==> src/rtl/rr_decode_arbiter_if.sv <==
// Request/grant bundle between the requesters (master) and the arbiter (slave).
interface rr_decode_arbiter_if #(
  parameter int IDX_W = 3
);
  localparam int N = 2 ** IDX_W;

  logic [N-1:0]     req;
  logic [N-1:0]     grant;
  logic [IDX_W-1:0] grant_idx;
  logic             grant_valid;
  logic             busy;
  logic             timeout;

  modport master (
    output req,
    input  grant, grant_idx, grant_valid, busy, timeout
  );

  modport slave (
    input  req,
    output grant, grant_idx, grant_valid, busy, timeout
  );
endinterface

==> src/rtl/rr_decode_arbiter.sv <==
// Round-robin arbiter over 2**IDX_W requesters with a registered index,
// its one-hot decode, and a hold timeout that bounds any single ownership.
//
// state   | meaning
// --------+--------------------------------------------------------------
// S_IDLE  | no owner; arbitrate among requests each edge from r_ptr up
// S_GRANT | r_grant_idx owns the resource; leave on req drop or timeout
module rr_decode_arbiter #(
  parameter int IDX_W    = 3,
  parameter int MAX_HOLD = 16,
  parameter int HOLD_W   = 5
) (
  input  logic                clk,
  input  logic                rst_n,
  rr_decode_arbiter_if.slave  bus
);
  localparam int N = 2 ** IDX_W;
  localparam logic [N-1:0] ONE_HOT_0 = {{(N-1){1'b0}}, 1'b1};

  typedef enum logic {
    S_IDLE  = 1'b0,
    S_GRANT = 1'b1
  } state_t;

  state_t              r_state;
  logic [IDX_W-1:0]    r_ptr;
  logic [IDX_W-1:0]    r_grant_idx;
  logic [N-1:0]        r_grant;
  logic                r_grant_valid;
  logic                r_timeout;
  logic [HOLD_W-1:0]   r_hold_cnt;

  logic [IDX_W-1:0]    w_pick;
  logic [IDX_W-1:0]    w_idx;
  logic                w_any;

  // Circular priority search: scanning offsets from high to low lets the
  // smallest offset from r_ptr overwrite the others, so it wins.
  always_comb begin
    w_pick = r_ptr;
    w_idx  = r_ptr;
    w_any  = 1'b0;
    for (int k = N - 1; k >= 0; k--) begin
      w_idx = r_ptr + IDX_W'(k);
      if (bus.req[w_idx]) begin
        w_pick = w_idx;
        w_any  = 1'b1;
      end
    end
  end

  // Arbitration FSM; every output is a register so consumers see clean levels.
  always_ff @(posedge clk or negedge rst_n) begin
    if (!rst_n) begin
      r_state       <= S_IDLE;
      r_ptr         <= '0;
      r_grant_idx   <= '0;
      r_grant       <= '0;
      r_grant_valid <= 1'b0;
      r_timeout     <= 1'b0;
      r_hold_cnt    <= '0;
    end else begin
      r_timeout <= 1'b0;
      case (r_state)
        S_IDLE: begin
          if (w_any) begin
            r_state       <= S_GRANT;
            r_grant_idx   <= w_pick;
            r_grant       <= ONE_HOT_0 << w_pick;
            r_grant_valid <= 1'b1;
            r_ptr         <= w_pick + 1'b1;
            r_hold_cnt    <= HOLD_W'(1);
          end
        end
        S_GRANT: begin
          if (!bus.req[r_grant_idx]) begin
            r_state       <= S_IDLE;
            r_grant       <= '0;
            r_grant_valid <= 1'b0;
          end else if ((MAX_HOLD != 0) && (r_hold_cnt == HOLD_W'(MAX_HOLD))) begin
            r_state       <= S_IDLE;
            r_grant       <= '0;
            r_grant_valid <= 1'b0;
            r_timeout     <= 1'b1;
          end else if (r_hold_cnt != {HOLD_W{1'b1}}) begin
            // With the timeout enabled the count never passes MAX_HOLD;
            // with it disabled it just parks at all-ones.
            r_hold_cnt <= r_hold_cnt + 1'b1;
          end
        end
        default: r_state <= S_IDLE;
      endcase
    end
  end

  assign bus.grant       = r_grant;
  assign bus.grant_idx   = r_grant_idx;
  assign bus.grant_valid = r_grant_valid;
  assign bus.busy        = r_grant_valid;
  assign bus.timeout     = r_timeout;

endmodule

==> src/flat_wrapper.sv <==
// flat-port wrapper written by rule: the top's interface ports become plain ports
module rr_decode_arbiter_flat 
#(
  parameter int IDX_W    = 3,
  parameter int MAX_HOLD = 16,
  parameter int HOLD_W   = 5
)
  (clk, rst_n, bus_req, bus_grant, bus_grant_idx, bus_grant_valid, bus_busy, bus_timeout);
  rr_decode_arbiter_if #(.IDX_W(IDX_W)) bus_i ();
  input  logic clk;
  input  logic rst_n;
  input wire logic [$bits(bus_i.req)-1:0] bus_req;
  output wire logic [$bits(bus_i.grant)-1:0] bus_grant;
  output wire logic [$bits(bus_i.grant_idx)-1:0] bus_grant_idx;
  output wire logic [$bits(bus_i.grant_valid)-1:0] bus_grant_valid;
  output wire logic [$bits(bus_i.busy)-1:0] bus_busy;
  output wire logic [$bits(bus_i.timeout)-1:0] bus_timeout;
  assign bus_i.req = bus_req;
  assign bus_grant = bus_i.grant;
  assign bus_grant_idx = bus_i.grant_idx;
  assign bus_grant_valid = bus_i.grant_valid;
  assign bus_busy = bus_i.busy;
  assign bus_timeout = bus_i.timeout;
  rr_decode_arbiter #(.IDX_W(IDX_W), .MAX_HOLD(MAX_HOLD), .HOLD_W(HOLD_W)) u_core (.clk(clk), .rst_n(rst_n), .bus(bus_i));
endmodule
==> config.mk <==
export PLATFORM = sky130hd
export DESIGN_NAME = rr_decode_arbiter_flat
export DESIGN_NICKNAME = d
export VERILOG_FILES = /design/src/rtl/rr_decode_arbiter_if.sv /design/src/rtl/rr_decode_arbiter.sv /design/src/flat_wrapper.sv
export SDC_FILE = /design/constraint.sdc
export NUM_CORES = 1
export LEC_CHECK = 0
export ABC_AREA = 1
export BUFFER_PORTS_ARGS = -buffer_cell sky130_fd_sc_hd__clkbuf_2
export CORE_ASPECT_RATIO = 1.75
export CORE_UTILIZATION = 50
export CTS_BUF_LIST = sky130_fd_sc_hd__clkbuf_2 sky130_fd_sc_hd__clkbuf_4 sky130_fd_sc_hd__clkbuf_8
export DETAILED_ROUTE_END_ITERATION = 10
export GPL_TIMING_DRIVEN = 0
export HOLD_SLACK_MARGIN = 0.06
export PLACE_DENSITY = 0.72
export SYNTH_ARGS = -nofsm -noshare
export SYNTH_HDL_FRONTEND = slang
export SYNTH_SLANG_ARGS = --single-unit
==> constraint.sdc <==
create_clock -name clk -period 2.7 [get_ports clk]
set_input_delay 0.405 -clock clk [delete_from_list [all_inputs] [get_ports clk]]
set_output_delay 0.405 -clock clk [all_outputs]
set_load 0.05 [all_outputs]
==> results by group <==
Logic synthesis
  • Seq/Total Area, Yosys: around a third
  • Cells after synthesis: between 200 and 300
  • Syn avg cell area: around 6.9 sq um
  • Synth Cell Area: 1737 sq um
  • Total of warnings raised by yosys: 0
  • Number of flops mapped to enable cells by yosys: 0
  • Main synth FF type: dfrtp_1
  • Net Count, Synth: ~270
  • Yosys cell types: 33
  • Ys async rst share: 100.0%
  • FF+latch count, synth: 22

STA
  • Final WS setup: 0.2153 ns
  • Slew at the pin closest to its max-slew limit: 0.5301 ns
  • Max-slew headroom: about 65%
  • Fin crit share: 92.03%
  • Period minus WS final: 2.485 ns
  • Clk_skew: 0.004741 ns
  • Final-report hold violation count: 0
  • Fin. max-slew vios: 0
  • F_max: 402.5 MHz
  • Fin Setup TNS: 0 ns
  • # setup viols final: 0
  • Hold_ws: 0.1047 ns

Critical path
  • WP data required: 2.84 ns
  • Reg2reg start: u_core.r_ptr[1]$_DFFE_PN0P_
  • R2r setup slk: 0.22 ns
  • R2R depth: 20
  • Reg-to-Reg End: u_core.r_ptr[2]$_DFFE_PN0P_
  • Setup crit end kind: flip-flop
  • CP arrival: 2.63 ns
  • Critical Path Source Type: flip-flop
  • Crit path kind: reg -> reg
  • CP Max Fanout: 9

Detailed routing
  • Avg WL per Cell: 12.80 microns
  • DRC errors left: 0
  • Vias: ~1700
  • WL final: 4261 microns
  • Drt first pass iters: 6
  • Iter 0 DRT Violations: 29
  • Antenna viol nets, final: 0
  • DR vias/cell: 5.168

Floorplan
  • IO Pins: 24
  • Row Count: 28
  • Initial Utilization: about half
  • Die area: 3722 sq um
  • Chip width: 46.55 microns
  • Core Area: 3363 sq um
  • Chip Height: between 70 and 80 microns

Hold path
  • Hold Crit Class: in -> async

GRT
  • Largest net degree at the start of global routing: 23
  • Global-route wire length before repair: 6527 microns
  • Initial antenna violation count: 0
  • GRT Residual Overflow: 0
  • All-Layer GR Usage: between 20% and 30%
  • Vias in the first global route: ~1600

Clock network
  • CTS tree: done
  • Reg clk slew, reported paths: 0.08 ns
  • Bufs on Longest Clock Path: 2
  • Inserted Clock Buffers: 3
  • Clock sinks: 22
  • Clk_lat worst skew: 0.26 ns
  • H-tree lvl count: 1
  • Root Driver: clkbuf_8

Layout
  • Layout cells sized above 1: 29.51%
  • Layout Nets: 305
  • Commonest non-fill, non-tap cells in the layout: nand2_1, inv_1, nand3_1, clkbuf_2, dfrtp_1
  • Layout Area Growth over Synthesis: 24.28%
  • Most common cell after layout, fill and taps aside: nand2_1
  • Final Non-Filler Cells: around 330
  • Number of diodes: 0
  • Fillers: 332

Placement
  • DP Worst Slack: -0.3023 ns
  • Port bufs: 23
  • HPWL Detailed: 3200 microns
  • Gp weighted congestion: around 0.83
  • Placed cell count: 319

Outcome
  • Status: completed

Run
  • Max-cap viol count: 0
==> sequential cells by signal, indices dropped and copies added, names as in the netlist <==
signal                count
u_core.bus.grant          8
u_core.r_hold_cnt         5
u_core.bus.grant_idx      3
u_core.r_ptr              3
u_core.bus.busy           1
u_core.bus.timeout        1
u_core.r_state            1
==> kinds of logic after synthesis <==
family	synth area share (%)
simple gates	40.42
buf+inv	10.95
compound gates	9.943
flops	31.70
fa+ha+maj	4.323
xor+xnor	1.513
mux	1.153
==> synthesized netlist by cell type, types with 2 or more instances <==
master | number | share of area, %
mux2i_1 | 2 | 1.2
inv_1 | 27 | 5.8
ha_1 | 6 | 4.3
dfrtp_1 | 22 | 32
o21ai_1 | 9 | 2.6
nand4_1 | 2 | 0.72
a21oi_1 | 5 | 1.4
nor2_1 | 11 | 2.4
o21ai_0 | 5 | 1.4
inv_2 | 3 | 0.65
nand2_2 | 11 | 4.0
xnor2_1 | 2 | 1.0
buf_6 | 5 | 3.2
nor2_2 | 2 | 0.72
nand3_1 | 34 | 9.8
nand2_1 | 84 | 18
buf_4 | 2 | 0.86
nand3_2 | 4 | 2.3
==> layer usage <==
layer | share of wire (%) | global-route usage [%]
met1 | 37 | 22.64
met2 | 59 | 47.08
met3 | 1.6 | 0.9050
met4 | 2.6 | 11.47
met5 | 0 | 0
==> how the worst max path moves through the flow <==
| stage | cells past startpoint | start | endpoint | slack, ns |
|---|---|---|---|---|
| after floorplan | 23 | u_core.r_ptr[0]$_DFFE_PN0P_ | u_core.r_ptr[2]$_DFFE_PN0P_ | 0.14 |
| after global placement | 23 | u_core.r_ptr[0]$_DFFE_PN0P_ | u_core.r_ptr[2]$_DFFE_PN0P_ | -0.24 |
| after detailed placement | 23 | u_core.r_ptr[0]$_DFFE_PN0P_ | u_core.r_ptr[2]$_DFFE_PN0P_ | -0.30 |
| after CTS | 22 | u_core.r_ptr[0]$_DFFE_PN0P_ | u_core.r_ptr[2]$_DFFE_PN0P_ | 0.007 |
| after global routing | 21 | u_core.r_ptr[1]$_DFFE_PN0P_ | u_core.r_ptr[2]$_DFFE_PN0P_ | -0.02 |
| final | 20 | u_core.r_ptr[1]$_DFFE_PN0P_ | u_core.r_ptr[2]$_DFFE_PN0P_ | 0.22 |
==> repair_timing <==
action                                  CTS  global route
resized for setup                         3            20
buffers inserted                          2             9
hold buffers                              0             0
pin swaps                                 1             6
endpoints found under the setup margin    2             2
==> critical path, cell delays in order, from the launching register on <==
cell     delay [ns]
dfrtp_1        0.40
buf_6          0.16
inv_6          0.09
ha_4           0.23
inv_4          0.10
nand3_2        0.13
nand3_2        0.11
nand2_2        0.07
a21oi_1        0.11
nand2_1        0.06
nand2_1        0.05
nand3_1        0.07
nand2_1        0.06
nand2_1        0.05
nand2_2        0.09
nand2_2        0.08
nand2_2        0.09
inv_1          0.04
ha_1           0.26
nand2_1        0.06
o21ai_0        0.06
==> per-stage QoR <==
step	util (%)	cell area, sq um
5_1_grt	64.17	2158
4_1_cts	59.67	2007
6_report	64.17	2158
3_5_place_dp	56.73	1908
3_3_place_gp	56.73	1908
2_1_floorplan	-	1737
==> final cells by class <==
class / count / area [sq um] / share of cell area, %
Clock buffer: 3 / 41.29 / 1.913
Buffer: 6 / 60.06 / 2.783
Clock inverter: 1 / 30.03 / 1.391
Tap cell: 45 / 56.30 / 2.609
Multi-Input combinational cell: 191 / 1094 / 50.67
Timing Repair Buffer: 34 / 197.7 / 9.159
Sequential cell: 22 / 550.5 / 25.51
Inverter: 31 / 128.9 / 5.971
Power is left out: the tool's default activity adds up to more than one toggle a clock period on the data nets, which glitch-free logic cannot reach.
